$ cat config.mk
export PLATFORM = sky130hd
export DESIGN_NAME = comparator_serial
export DESIGN_NICKNAME = d
export VERILOG_FILES = /design/src/rtl/comparator_serial.sv
export SDC_FILE = /design/constraint.sdc
export NUM_CORES = 1
export LEC_CHECK = 0
export ABC_AREA = 1
export CAP_MARGIN = 30
export CORE_MARGIN = 5
export CORE_UTILIZATION = 45
export DETAILED_ROUTE_END_ITERATION = 7
export HOLD_SLACK_MARGIN = 0.15
export PLACE_DENSITY = 0.81
export SETUP_SLACK_MARGIN = 0.3
export SKIP_CTS_REPAIR_TIMING = 1
export SYNTH_ARGS = -nofsm -noshare
export SYNTH_HDL_FRONTEND = slang
export SYNTH_SLANG_ARGS = --single-unit
$ cat constraint.sdc
create_clock -name i_clock -period 2.4 [get_ports i_clock]
set_clock_uncertainty 0.05 [all_clocks]
set_input_delay 0.36 -clock i_clock [delete_from_list [all_inputs] [get_ports i_clock]]
set_output_delay 0.36 -clock i_clock [all_outputs]
set_load 0.02 [all_outputs]
$ cat src/rtl/comparator_serial.sv
// Serial magnitude comparator: STEP bits per cycle, MSB slice first, signed or unsigned.
// Define COMPARATOR_SERIAL_EARLY_EXIT_EN to finish on the first differing slice; otherwise latency is always S.
module comparator_serial #(
  parameter int N    = 16,
  parameter int STEP = 4
) (
  input  logic         i_clock,
  input  logic         i_reset_n,
  input  logic         i_valid,
  output logic         o_ready,
  input  logic [N-1:0] i_left,
  input  logic [N-1:0] i_right,
  input  logic         i_signed,
  output logic         o_valid,
  input  logic         i_ready,
  output logic         o_greater,
  output logic         o_equal,
  output logic         o_less,
  output logic         o_greater_equal,
  output logic         o_not_equal,
  output logic         o_less_equal,
  output logic         o_busy
);

  localparam int S  = N / STEP;
  localparam int CW = (S > 1) ? $clog2(S) : 1;

  localparam logic [CW-1:0]   CNT_LAST = CW'(S - 1);
  localparam logic [STEP-1:0] MSB_FLIP = STEP'(1) << (STEP - 1);

  localparam logic [1:0] ST_IDLE    = 2'd0;
  localparam logic [1:0] ST_COMPARE = 2'd1;
  localparam logic [1:0] ST_DONE    = 2'd2;

  logic [1:0]    state_q, state_d;
  logic          valid_q, valid_d;
  logic          gt_q, gt_d;
  logic          eq_q, eq_d;
  logic          lt_q, lt_d;
  logic          ge_q, ge_d;
  logic          ne_q, ne_d;
  logic          le_q, le_d;

  logic [N-1:0]  left_q, left_d;
  logic [N-1:0]  right_q, right_d;
  logic          signed_q, signed_d;
  logic [CW-1:0] cnt_q, cnt_d;
`ifndef COMPARATOR_SERIAL_EARLY_EXIT_EN
  // First differing slice's verdict, held while the remaining slices drain.
  logic          dec_q, dec_d;
  logic          dec_gt_q, dec_gt_d;
`endif

  logic            first_slice;
  logic [STEP-1:0] slice_l;
  logic [STEP-1:0] slice_r;
  logic            slice_gt;
  logic            slice_lt;
  logic            slice_ne;
  logic            fin;
  logic            fin_gt;
  logic            fin_lt;
  logic            shift_en;

  // Flipping both sign bits maps two's-complement order onto unsigned order.
  assign first_slice = (cnt_q == CNT_LAST);
  assign slice_l     = left_q[N-1 -: STEP]  ^ ((first_slice && signed_q) ? MSB_FLIP : '0);
  assign slice_r     = right_q[N-1 -: STEP] ^ ((first_slice && signed_q) ? MSB_FLIP : '0);
  assign slice_gt    = (slice_l > slice_r);
  assign slice_lt    = (slice_l < slice_r);
  assign slice_ne    = slice_gt | slice_lt;

  // NOTE: every signal assigned here gets a default first, so no path leaves one unassigned and no latch is inferred.
  always_comb begin
    state_d  = state_q;
    valid_d  = valid_q;
    gt_d     = gt_q;
    eq_d     = eq_q;
    lt_d     = lt_q;
    ge_d     = ge_q;
    ne_d     = ne_q;
    le_d     = le_q;
    left_d   = left_q;
    right_d  = right_q;
    signed_d = signed_q;
    cnt_d    = cnt_q;
`ifndef COMPARATOR_SERIAL_EARLY_EXIT_EN
    dec_d    = dec_q;
    dec_gt_d = dec_gt_q;
`endif
    fin      = 1'b0;
    fin_gt   = 1'b0;
    fin_lt   = 1'b0;
    shift_en = 1'b0;

    case (state_q)
      ST_IDLE: begin
        if (i_valid) begin
          left_d   = i_left;
          right_d  = i_right;
          signed_d = i_signed;
          cnt_d    = CNT_LAST;
`ifndef COMPARATOR_SERIAL_EARLY_EXIT_EN
          dec_d    = 1'b0;
`endif
          state_d  = ST_COMPARE;
        end
      end

      ST_COMPARE: begin
`ifdef COMPARATOR_SERIAL_EARLY_EXIT_EN
        if (slice_ne) begin
          fin    = 1'b1;
          fin_gt = slice_gt;
          fin_lt = slice_lt;
        end else if (cnt_q == '0) begin
          fin = 1'b1;
        end else begin
          shift_en = 1'b1;
        end
`else
        if (!dec_q && slice_ne) begin
          dec_d    = 1'b1;
          dec_gt_d = slice_gt;
        end
        if (cnt_q == '0) begin
          fin = 1'b1;
          if (dec_q) begin
            fin_gt = dec_gt_q;
            fin_lt = !dec_gt_q;
          end else begin
            fin_gt = slice_gt;
            fin_lt = slice_lt;
          end
        end else begin
          shift_en = 1'b1;
        end
`endif
      end

      ST_DONE: begin
        if (i_ready) begin
          state_d = ST_IDLE;
          valid_d = 1'b0;
        end
      end

      default: state_d = ST_IDLE;
    endcase

    if (shift_en) begin
      left_d  = left_q << STEP;
      right_d = right_q << STEP;
      cnt_d   = cnt_q - CW'(1);
    end

    if (fin) begin
      state_d = ST_DONE;
      valid_d = 1'b1;
      gt_d    = fin_gt;
      lt_d    = fin_lt;
      eq_d    = !(fin_gt | fin_lt);
      ge_d    = !fin_lt;
      ne_d    = fin_gt | fin_lt;
      le_d    = !fin_gt;
    end
  end

  // NOTE: sequential state uses non-blocking assignments so every register samples pre-edge values.
  always_ff @(posedge i_clock) begin
    if (!i_reset_n) begin
      state_q <= ST_IDLE;
      valid_q <= 1'b0;
      gt_q    <= 1'b0;
      eq_q    <= 1'b0;
      lt_q    <= 1'b0;
      ge_q    <= 1'b0;
      ne_q    <= 1'b0;
      le_q    <= 1'b0;
    end else begin
      state_q <= state_d;
      valid_q <= valid_d;
      gt_q    <= gt_d;
      eq_q    <= eq_d;
      lt_q    <= lt_d;
      ge_q    <= ge_d;
      ne_q    <= ne_d;
      le_q    <= le_d;
    end
  end

  // NOTE: operand datapath is loaded on every accept before use, so it carries no reset.
  always_ff @(posedge i_clock) begin
    left_q   <= left_d;
    right_q  <= right_d;
    signed_q <= signed_d;
    cnt_q    <= cnt_d;
`ifndef COMPARATOR_SERIAL_EARLY_EXIT_EN
    dec_q    <= dec_d;
    dec_gt_q <= dec_gt_d;
`endif
  end

  assign o_ready         = (state_q == ST_IDLE);
  assign o_busy          = (state_q == ST_COMPARE);
  assign o_valid         = valid_q;
  assign o_greater       = gt_q;
  assign o_equal         = eq_q;
  assign o_less          = lt_q;
  assign o_greater_equal = ge_q;
  assign o_not_equal     = ne_q;
  assign o_less_equal    = le_q;

endmodule

# Yosys cells after proc, flatten, opt, wreduce, memory -nomap -nowiden
# Index checks and enable logic that the tools add are counted.
# op_classes
muxes	30
order_cmp	2
n_reduce_logical	22
add_sub_neg	1
bitwise_logic	6
eq_ne	9
# ops
cell	n
$mux 16	6
$mux 1	15
$mux 2	6
$reduce_bool 2->1	5
$reduce_and 3->1	3
$reduce_and 2->1	4
$xor 4x4->4	2
$pmux 2 s3	1
$logic_not 1->1	5
$eq 2x2->1 const B	2
$gt 4x4->1	1
$logic_not 2->1	2
$lt 4x4->1	1
$mux 4	1
$ne 2x1->1 const B	2
$ne 2x2->1 const B	2
$ne 3x2->1 const B	1
$ne 3x3->1 const B	1
$eq 2x1->1 const B	1
$logic_and 1x1->1	2
$not 1->1	2
$or 1x1->1	2
$pmux 1 s2	1
$reduce_or 2->1	1
$sub 2x1->2 const B	1
# word_totals
inputBits	37
elab_cells	87
regBits	46

# Longest topological paths before layout
# logic_depth
depth_word	10
depth_mapped	11
ltp_nobuf	11

# Worst setup path after synthesis
# No wires, ideal clock.
# synth_timing
kind	register -> register
from	register state_q[0]
to	register cnt_q[0] (enable)
arrival_ns	1.513
required_time_ns	1.967
path_stages_with_launch	7
setup_slack_ns	0.454
path_buffers	0
path_cell_list	dfxtp_1 > inv_2 > nor2_4 > inv_2 > nor2_4 > inv_1 > nand2_1
# synth_between
elab_chain_cells	4
# synth_lines
item	line_no	rtl
start, declared	35	logic [1:0] state_q, state_d;
start signal, assigned	181	state_q <= state_d;
$eq 2x1->1 (*)	n/a	
named net o_busy	22	output logic o_busy
$mux 1 (*)	96	case (state_q)
$reduce_bool 2->1 (no source line)	n/a	
$reduce_and 2->1 (no source line) (*)	n/a	
end signal, assigned	197	cnt_q <= cnt_d;
end, declared	47	logic [CW-1:0] cnt_q, cnt_d;
# The timed path passes the listed nets; every way through them passes the cells marked *.
# A chain may end at the register's enable or synchronous reset.

# Final worst setup path
# layout_timing
from	register state_q[0]
to	output o_busy
# layout_between
elab_chain_cells	1
# layout_lines
item	line_no	rtl
$eq 2x1->1	205	assign o_busy = (state_q == ST_COMPARE);
end, declared	22	
# Every way passes these cells.

==> results.py <==
metrics = {
    "pwr": {
        "p_int_mw": 1.28,
        "p_sw_share_pct": 25.3,
        "power_density_nw_per_um2": 659,
        "switchingPower_mw": 0.433,
        "ir_drop_mv": 0.400,
        "p_leak_nw": 1.13,
        "combPwrFrac_pct": 17.4,
        "power_frac_seq_pct": 57.1,
        "p_clk_share_pct": 25.5,
    },
    "yosys": {
        "postSynthCellCount": 227,
        "synth_compound_area_share_pct": 5.37,
        "synth-xor-area-share_pct": 0,
        "synth_top_family_by_area": "simple AND/OR/NAND/NOR gates",
        "synth_fp_nets": 269,
        "ys_ff_latch": 46,
        "synth.avg_cell_area_um2": 9.03,
        "synth-simple-area-share_pct": 26.2,
        "ys_seq_area_share_pct": 59.1,
        "yosys_warnings": 0,
        "synth_top_area_cell": "edfxtp_1",
        "synth.area.mux_share_pct": 0,
        "synthAdderAreaFrac_pct": 3.05,
        "yosysUniqueCellTypes": 22,
        "syn_area_um2": 2050,
        "synth_top_area_share_pct": 42.5,
        "synth.area.top_cells": "edfxtp_1 42%, nand2_1 21%, dfxtp_1 17%",
    },
    "cts": {
        "clk_pin_slew_ns": 0.07,
        "cts_max_level": 2,
        "clockBufferDepth": 2,
        "clock_sinks": 46,
        "clock_latency_ns": 0.29,
        "root_buffer": "clkbuf_8",
        "cts_buffers": 5,
        "cts_tree": "yes",
    },
    "critical_path": {
        "crit_path_end_kind": "primary output",
        "path_max_fanout": 4,
        "r2r_start": "state_q[1]",
        "cp.arrival_ns": 1.50,
        "reg2reg_setup_slack_ns": 0.66,
        "cpPeakStageDelay_ns": 0.64,
        "path_cells": "inv_2 -> nor2_4 -> clkdlybuf4s50_1",
        "worstRegToRegCells": 5,
        "path_class": "flip-flop to primary output",
        "start_kind": "flip-flop",
        "cp_slowest_cell": "clkdlybuf4s50_1",
        "cp.required_ns": 1.99,
        "regToRegEndpoint": "right_q[10]",
    },
    "cells_and_area": {
        "fill_cells": 374,
        "syn_to_final_growth_pct": 26.7,
        "nets": 316,
        "drive_gt1_share_pct": 7.27,
        "diodes": 0,
        "final_util_pct": 59.3,
    },
    "timing": {
        "worst_slew_pin_slew_ns": 0.490,
        "rsz0062_at_grt": "no",
        "hold_violations": 0,
        "setup_ws_ns": 0.486,
        "period_minus_slack_ns": 1.91,
        "max_freq_ghz": 0.523,
        "finalSetupViolCount": 0,
        "relSlewSlack_pct": 67.3,
        "finalSetupTns_ns": 0,
        "slew_viol_final": 0,
        "fin_crit_sh_pct": 79.7,
    },
    "floorplan": {
        "coreArea_um2": 4380,
        "rows": 24,
        "die_h_um": 77.5,
        "die_area_um2": 6010,
        "top_level_ports": 46,
        "start_util_pct": 46.8,
        "die_w_um": 77.5,
    },
    "place": {
        "hpwl_um": 2710,
        "globalplace.congestion": 0.726,
        "place_ws_ns": 0.390,
        "place.port_buffers": 45,
    },
    "detailed_routing": {
        "wl_met3_um": 202,
        "drtIter0Drc": 48,
        "m1WireLength_um": 1560,
        "dr.pass1.iters": 4,
        "drcViolationCount": 0,
        "routedWlPerCell_um": 11.4,
        "viasPerCell": 4.83,
        "met2_length_um": 1900,
        "drtAntennaViolNets": 0,
        "routed_wl_um": 3740,
        "via_count": 1580,
        "routed.top_layer": "met4",
    },
    "worst_hold_path": {
        "worstHoldStart": "o_valid",
        "worst_hold_path.endpoint": "o_valid",
        "hold_depth": 2,
        "hold_path_class": "flip-flop to flip-flop",
    },
    "global_routing": {
        "track_usage_pct": 12.8,
        "grt_max_degree": 35,
        "grt_antenna_before_repair": 0,
        "grt_pass1_wl_um": 6180,
        "gr-total-overflow": 0,
        "grt_pass1_vias": 1429,
    },
    "flow_run": {
        "maxCapViolations": 0,
    },
    "run_status": {
        "status": "finished clean",
    },
}
## how the worst max path moves through the flow
stage / start / to / slack (ns)
finish: state_q[0] / o_busy / 0.49
global route: state_q[0] / o_busy / 0.44
CTS: state_q[0] / o_busy / 0.48
detailed placement: i_valid / right_q[10] / 0.39
global placement: i_valid / signed_q / 0.44
floorplan: state_q[0] / cnt_q[0] / 0.45
## layer usage
layer  vias up  global-route usage (%)
met5         -                       0
met3         9                    4.05
li1        818                       -
met1       707                    14.2
met4         0                    5.33
met2        46                    22.5
## registers in the layout, summed over array words and instances (netlist names), 2 cells and up
signal   cells
left_q      16
state_q      2
right_q     16
cnt_q        2
## cells in the mapped netlist
cell type and number:
nand4_1 1, buf_2 2, ha_1 5, nand3_1 5
a21oi_1 16, buf_6 4, nor2_2 1, a31oi_1 1
nand2_1 113, nand2_4 1, nor2_1 3, edfxtp_1 29
inv_2 5, o21ai_0 3, nand3b_1 1, inv_1 13
nand2_2 2, nor2_4 2, dfxtp_1 17, nand3_2 1
a21oi_2 1, buf_4 1
## worst max-delay path, delay by kind of cell (launching register included)
kind | cells | cell delay (ns)
flops | 1 | 0.37
simple gates | 1 | 0.14
buf+inv | 2 | 0.71
## cells in the final DEF (no fill, tap or decap)
cell             instances
a21oi_1                 16
buf_4                    2
clkbuf_1                 2
edfxtp_1                29
nor2_1                   3
a21oi_2                  1
o21ai_0                  3
inv_2                    5
nand3b_1                 1
clkinv_1                 1
nand4_1                  1
dfxtp_1                 17
nand3_1                  5
clkdlybuf4s50_1         45
clkbuf_8                 5
ha_1                     5
nand2_2                  2
nor2_2                   1
nand3_2                  1
nand2_4                  1
nand2_1                113
a31oi_1                  1
inv_1                   13
nor2_4                   2
## per-stage QoR
| step | cell area (um2) | power (mW) | hold WS [ns] | instances |
|---|---|---|---|---|
| floorplan | 2050 | 1.19 | 0.391 | 227 |
| finish | 2600 | 1.71 | 0.417 | 327 |
| detailed placement | 2520 | 1.30 | 0.406 | 319 |
| global placement | 2520 | 1.29 | 0.402 | 319 |
| CTS | 2600 | 1.73 | 0.417 | 327 |
| global route | 2600 | 1.82 | 0.435 | 327 |
## power groups by stage
stage	logic (mW)	registers, mW	clock network, mW
after floorplan	0.198	0.992	0
after global placement	0.291	0.994	0
after detailed placement	0.299	0.997	0
after CTS	0.301	0.979	0.452
after global routing	0.342	0.987	0.488
final	0.298	0.979	0.436
## layout make-up
cell class / instances / area, um2 / area share (%)
flip-flops and latches: 46 / 1210 / 46.6
inverters: 18 / 67.6 / 2.60
well taps: 52 / 65.1 / 2.50
clock inverters: 1 / 3.75 / 0.144
clock buffers: 7 / 76.3 / 2.94
repair buffers: 47 / 465 / 17.9
multi-input cells: 156 / 709 / 27.3
## kinds of logic (layout without fill, tap and decap cells)
| logic type | count (synthesis) | count (layout) |
|---|---|---|
| AOI/OAI and AO/OA | 21 | 21 |
| adders and majority gates | 5 | 5 |
| buffers and inverters | 25 | 73 |
| DFF | 46 | 46 |
| and+or+nand+nor | 130 | 130 |
Power figures use the tool's default switching activity.
